==> config.mk <==
export PLATFORM = sky130hd
export DESIGN_NAME = cond_flag_unit
export DESIGN_NICKNAME = d
export VERILOG_FILES = /design/src/rtl/cond_flag_unit.sv
export SDC_FILE = /design/constraint.sdc
export NUM_CORES = 1
export LEC_CHECK = 0
export BUFFER_PORTS_ARGS = -buffer_cell sky130_fd_sc_hd__buf_2
export CAP_MARGIN = 0
export CELL_PAD_IN_SITES_DETAIL_PLACEMENT = 0
export CELL_PAD_IN_SITES_GLOBAL_PLACEMENT = 1
export CORE_AREA = 2 2 64 66
export CTS_CLUSTER_SIZE = 25
export DETAILED_ROUTE_END_ITERATION = 12
export DIE_AREA = 0 0 66 68
export PLACE_DENSITY = 0.79
export SLEW_MARGIN = 20
export SYNTH_ARGS = -nofsm -noshare
export SYNTH_HDL_FRONTEND = slang
export SYNTH_SLANG_ARGS = --single-unit
==> constraint.sdc <==
create_clock -name clk -period 3.6 [get_ports clk]
set_input_delay 0.9 -clock clk [delete_from_list [all_inputs] [get_ports clk]]
set_output_delay 0.9 -clock clk [all_outputs]
set_load 0.03 [all_outputs]
==> src/rtl/cond_flag_unit.sv <==
// EX-stage condition evaluation: NZCV flag register, write-enable gating,
// MEM-stage enable pipeline registers and a saturating annulled-instruction counter.
module cond_flag_unit #(
  parameter logic [3:0] FLAG_RST = 4'b0000,
  parameter int         CNT_W    = 16
) (
  input  logic             clk,
  input  logic             rst_n,
  input  logic             en,
  input  logic             flush,
  input  logic             valid_i,
  input  logic [3:0]       cond,
  input  logic [3:0]       alu_flags,
  input  logic [1:0]       flag_w,
  input  logic             pcs,
  input  logic             reg_w,
  input  logic             mem_w,
  input  logic             no_write,
  output logic             cond_ex,
  output logic             pc_src,
  output logic             reg_write,
  output logic             mem_write,
  output logic [3:0]       flags,
  output logic             pc_src_m,
  output logic             reg_write_m,
  output logic             mem_write_m,
  output logic [CNT_W-1:0] annul_cnt
);

  typedef enum logic [3:0] {
    COND_EQ = 4'b0000,
    COND_NE = 4'b0001,
    COND_CS = 4'b0010,
    COND_CC = 4'b0011,
    COND_MI = 4'b0100,
    COND_PL = 4'b0101,
    COND_VS = 4'b0110,
    COND_VC = 4'b0111,
    COND_HI = 4'b1000,
    COND_LS = 4'b1001,
    COND_GE = 4'b1010,
    COND_LT = 4'b1011,
    COND_GT = 4'b1100,
    COND_LE = 4'b1101,
    COND_AL = 4'b1110,
    COND_NV = 4'b1111
  } cond_e;

  logic [3:0]       r_flags;
  logic             r_pcSrcM;
  logic             r_regWriteM;
  logic             r_memWriteM;
  logic [CNT_W-1:0] r_annulCnt;

  logic w_n;
  logic w_z;
  logic w_c;
  logic w_v;
  logic w_condPass;
  logic w_go;
  logic w_pcSrc;
  logic w_regWrite;
  logic w_memWrite;
  logic w_annul;
  logic w_cntFull;

  assign w_n = r_flags[3];
  assign w_z = r_flags[2];
  assign w_c = r_flags[1];
  assign w_v = r_flags[0];

  // Condition is judged against the registered flags only, never the ALU's fresh result.
  always_comb begin
    w_condPass = 1'b0;
    case (cond_e'(cond))
      COND_EQ: w_condPass = w_z;
      COND_NE: w_condPass = ~w_z;
      COND_CS: w_condPass = w_c;
      COND_CC: w_condPass = ~w_c;
      COND_MI: w_condPass = w_n;
      COND_PL: w_condPass = ~w_n;
      COND_VS: w_condPass = w_v;
      COND_VC: w_condPass = ~w_v;
      COND_HI: w_condPass = w_c & ~w_z;
      COND_LS: w_condPass = ~w_c | w_z;
      COND_GE: w_condPass = (w_n == w_v);
      COND_LT: w_condPass = (w_n != w_v);
      COND_GT: w_condPass = ~w_z & (w_n == w_v);
      COND_LE: w_condPass = w_z | (w_n != w_v);
      COND_AL: w_condPass = 1'b1;
      COND_NV: w_condPass = 1'b1;
      default: w_condPass = 1'b0;
    endcase
  end

  assign w_go       = valid_i & ~flush & w_condPass;
  assign w_pcSrc    = w_go & pcs;
  assign w_regWrite = w_go & reg_w & ~no_write;
  assign w_memWrite = w_go & mem_w;
  assign w_annul    = valid_i & ~flush & ~w_condPass;
  assign w_cntFull  = &r_annulCnt;

  // N,Z and C,V halves update independently; a half not selected keeps its value.
  always_ff @(posedge clk) begin
    if (!rst_n) begin
      r_flags <= FLAG_RST;
    end else if (en && w_go) begin
      if (flag_w[1]) r_flags[3:2] <= alu_flags[3:2];
      if (flag_w[0]) r_flags[1:0] <= alu_flags[1:0];
    end
  end

  always_ff @(posedge clk) begin
    if (!rst_n) begin
      r_pcSrcM    <= 1'b0;
      r_regWriteM <= 1'b0;
      r_memWriteM <= 1'b0;
    end else if (en) begin
      r_pcSrcM    <= w_pcSrc;
      r_regWriteM <= w_regWrite;
      r_memWriteM <= w_memWrite;
    end
  end

  always_ff @(posedge clk) begin
    if (!rst_n) begin
      r_annulCnt <= '0;
    end else if (en && w_annul && !w_cntFull) begin
      r_annulCnt <= r_annulCnt + CNT_W'(1);
    end
  end

  assign cond_ex     = w_condPass;
  assign pc_src      = w_pcSrc;
  assign reg_write   = w_regWrite;
  assign mem_write   = w_memWrite;
  assign flags       = r_flags;
  assign pc_src_m    = r_pcSrcM;
  assign reg_write_m = r_regWriteM;
  assign mem_write_m = r_memWriteM;
  assign annul_cnt   = r_annulCnt;

endmodule

======== Word level (Yosys, flattened, before mapping) ========
Index checks and enable logic that the tools add are counted.
storage, ports and cells
  register bits ........................... 23
  input port bits ......................... 19
  output and inout bits ................... 27
  word-level logic and storage cells ...... 52
operators by class
  add/sub/neg operators ................... 1
  eq/ne operators ......................... 17
  multiplexer cells ....................... 1
  bitwise operators ....................... 18
  reductions and logical operators ........ 9
operators with widths
  operator                 count
  $eq A4 B4 Y1 const B     8
  $add A16 B1 Y16 const B  1
  $eq A4 B3 Y1 const B     4
  $reduce_and A16 Y1       1
  $pmux W1 S15             1
  $and A1 B1 Y1            9
  $eq A4 B2 Y1 const B     2
  $not A1 Y1               7
  $eq A4 B1 Y1 const B     1
  $logic_not A4 Y1         1
  $reduce_and A2 Y1        2
  $logic_and A1 B1 Y1      3
  $or A1 B1 Y1             2
  $reduce_or A2 Y1         1
  $eq A1 B1 Y1             1
  $logic_not A1 Y1         1
  $ne A1 B1 Y1             1

======== Longest topological paths before layout ========
  word-level depth ........................ 7
  mapped depth ............................ 10
  gate-level depth less buffers ........... 7

======== Worst setup path before layout ========
No wires, ideal clock.
  path kind ............................... input to output
  start ................................... in cond[0]
  end ..................................... out reg_write
  arrival ................................. 2.889 ns
  data required time ...................... 2.700 ns
  path slack .............................. -0.189 ns
  cell stages on the path ................. 7
  buffers on the path ..................... 1
  cell sequence ........................... buf_2 or3b_1 mux2i_1 nor2_2 nand2_1 nand3b_1 nor3b_1
on the way
  longest elaborated chain between the ends .. 6
  elaborated cells on any way between the ends .. 21
  classes of those cells .................. eq/ne (15); mux (1); bitwise (3); reduce/logical (2)
RTL lines
  element                        line  RTL
  start: declaration             12    input logic [3:0] cond,
  $eq A4 B4 Y1                   75    case (cond_e'(cond))
  $reduce_or A2 Y1 (no line)     -
  $pmux W1 S15 *                 75
  via cond_ex                    19    output logic cond_ex,
  $and A1 B1 Y1 *                96    assign w_go = valid_i & ~flush & w_condPass;
  $and A1 B1 Y1 * (2 in series)  98    assign w_regWrite = w_go & reg_w & ~no_write;
  end: declaration               21    output logic reg_write,
Mark *: on every way through the listed nets, which the timed path passes. The rest lies on a longest branch.

======== Worst setup path after layout ========
  start ................................... in cond[2]
  end ..................................... out reg_write
on the way
  longest elaborated chain between the ends .. 6
  elaborated cells on any way between the ends .. 21
  classes of those cells .................. eq/ne (15); mux (1); bitwise (3); reduce/logical (2)
RTL lines
  element                        line
  $eq A4 B4 Y1                   75
  $reduce_or A2 Y1 (no line)     -
  $pmux W1 S15 *                 75
  $and A1 B1 Y1 *                96
  $and A1 B1 Y1 * (2 in series)  98
Every way passes the cells marked *; elsewhere a longest branch is shown, timed or not.

==> reports/results.txt <==
Number of clock buffers inserted by TritonCTS - 3
FMAX - 0.292 GHz
Largest net degree at the start of global routing - 25
Final instance count without filler cells - 263
Yosys warnings - 0
Horiz. Die Dim - 66 um
Worst reg2reg startpoint - flags[3]$_SDFFE_PN0P_
Routed wire length per instance - 12.3 um
Worst setup startpoint - cond[2]
Final wirelength - 3250 um
Starting utilization of the core area - 35.5%
Overflow left after global routing - 0
Syn Area/Cell - 7.92 sq um
Final-stage net count - 234
CTS tree - done
Largest cells by area after synthesis - dfxtp_1 (34%), nand2_1 (6.6%), a21oi_1 (5.8%)
Setup repair after global routing missed its margin - false
Count of state elements after synthesis - 23
H-tree depth - 1
Length of the first detailed-routing pass in iterations - 4
Post-synthesis sequential area ratio - 33.6%
Kind of critical path - input port to output port
Final design instance area without fill - 1660 sq um
Mapped cell area - 1370 sq um
Leakage component of the power - 0.646 nW
Worst relative slew slack - 54.5%
First DRT Iteration DRCs - 131
Hold path start - mem_write_m$_SDFFE_PN0P_
Antenna-violating nets left - 0
Fraction of layout cells with a size suffix above 1 - 25.8%
Post-Route Utilization - 42.9%
Layout Area Growth over Synthesis - 20.8%
Multi-input logic area - 851 sq um
Status - completed
Drt via density - 5.36
First-pass GRT wire length - 5020 um
Gpl congestion - 0.715
Hold-fix buffers, CTS - 0
Setup TNS - 0 ps
Height of the chip - 68 um
Number of setup buffers added after CTS - 0
Crit start category - input port
Total count of hold-check failures in the final report - 0
Peak supply drop - 0.000139 V
Net count after synthesis - 193
Instance area at placement - 1610 sq um
Number of antenna cells inserted - 0
Number of cells in the design after placement - 259
Total count of max-transition violations in the final report - 0
DPL Wire Length - 2340 um
Root Buffer Master - clkbuf_8
Source-to-sink clock delay at the later pin of the worst-skew pair - 270 ps
Post-layout min period - 3420 ps
Gate count after technology mapping - 173
Type of the worst min-delay path - flip-flop to flip-flop
Actual transition at the worst max-transition pin - 676 ps
Count of input and output buffers - 45
Maximum fanout along the worst path - 11
Required time at the endpoint of the critical path - 2700 ps
Total area of sequential cells - 460 sq um
Number of maximum-capacitance violations - 0
Number of standard-cell rows in the floorplan - 23
Fraction of the cycle the final worst path needs - 95.1%
Overall fraction of global-route tracks in use - 14.1%
Vias in the first global route - 1117
Core footprint - 3860 sq um
Clk buf depth - 2
Final-layout worst hold slack - 484 ps
Post-CTS clock slew at the launch and capture registers of the worst setup and hold paths - 80 ps
Die area - 4490 sq um
Number of sinks driven by the clock tree - 23
Most area-hungry cell type in the Yosys netlist - dfxtp_1
I/O pin cnt - 46
CP endpoint kind - output port
Critical path arrival - 2520 ps
Resized Gates After CTS - 0
Power density over the cells - 292 nW/um^2
Unique masters post-synth - 43
Yosys top cell area share - 33.6%
Setup skew after layout - 7.38 ps
Initial antenna violation count - 0
Final count of negative-setup-slack endpoints - 0
Layout filler cell count - 427
Vias after detailed routing - 1409
Post-route DRC - 0
sequential cells by signal (all words and copies together) (netlist names):
register	cells
annul_cnt	16
flags	4
mem_write_m	1
pc_src_m	1
reg_write_m	1
synth_stat cells, drive strengths merged:
cell	instances
or4	6
a22oi	1
and3	4
nor2	6
o41ai	1
nand3b	6
mux2i	5
a2111oi	1
nand4	4
xor2	1
ha	1
clkbuf	4
nor4	2
xnor2	2
and2	1
inv	3
or3b	2
nor3b	2
nor3	2
nand2	24
a21o	1
nand3	9
o31ai	7
o211ai	1
or2b	1
a31oi	2
a2bb2oi	1
a21oi	16
and3b	2
o22ai	2
nor2b	1
nand2b	3
buf	5
or3	9
dfxtp	23
o21ai	12
worst max-delay path: stages:
cell      delay (ps)
buf_2            160
and3b_1          200
a22oi_2          130
mux2i_1          310
nor2_2            90
nand2_1          120
nand3b_1         200
nor3b_2          190
buf_2            210
metrics by stage:
stage	setup WS (ps)	power (mW)
CTS	168	0.491
finish	177	0.483
global placement	209	0.327
global route	41.2	0.505
floorplan	92.5	0.308
detailed placement	179	0.327
layout make-up:
class	count	area share (%)
multi-input combinational	138	51.4
sequential	23	27.8
timing repair buffer	45	13.6
tap	50	3.78
clock buffer	4	2.72
inverter	3	0.680
placed cells by master (no fill, tap or decap), drive strengths merged, types with 2 or more instances in the layout:
master / Yosys / final
a21oi: 16 / 16
a31oi: 2 / 2
and3: 4 / 4
and3b: 2 / 2
buf: 5 / 45
clkbuf: 4 / 4
dfxtp: 23 / 23
inv: 3 / 3
mux2i: 5 / 5
nand2: 24 / 24
nand2b: 3 / 3
nand3: 9 / 9
nand3b: 6 / 6
nand4: 4 / 4
nor2: 6 / 6
nor3: 2 / 2
nor3b: 2 / 2
nor4: 2 / 2
o21ai: 12 / 12
o22ai: 2 / 2
o31ai: 7 / 7
or3: 9 / 9
or3b: 2 / 2
or4: 6 / 6
xnor2: 2 / 2
path summary, 6_finish.rpt:
kind	slack (ps)	end	cells past startpoint
min	480	mem_write_m$_SDFFE_PN0P_	2
min reg2reg	480	mem_write_m$_SDFFE_PN0P_	2
max	180	reg_write	9
max reg2reg	1300	annul_cnt[14]$_SDFFE_PN0P_	7
cells by family after synthesis:
group,count (synthesis),synth area share (%)
AOI/OAI and AO/OA,45,20.3
xor gates and xnor gates,3,1.92
adders and majority gates,1,0.913
buffers and inverters,12,4.66
DFF,23,33.6
muxes,5,3.65
and+or+nand+nor,84,35.0
metal layers:
layer  up-vias  global-route usage, %  part of all wire [%]
met4         0                   5.36                   1.4
met5         -                      0                     0
met3         5                   2.30                   4.3
li1        724                      -                     -
met2        31                   22.0                    45
met1       649                   19.7                    49
power by group:
part / switching (mW) / total (mW) / internal, mW
Sequential: 0.00226 / 0.258 / 0.256
Combinational: 0.0390 / 0.0625 / 0.0235
Clock: 0.0834 / 0.163 / 0.0791
Total: 0.125 / 0.483 / 0.359
(Power assumes the default switching activity.)
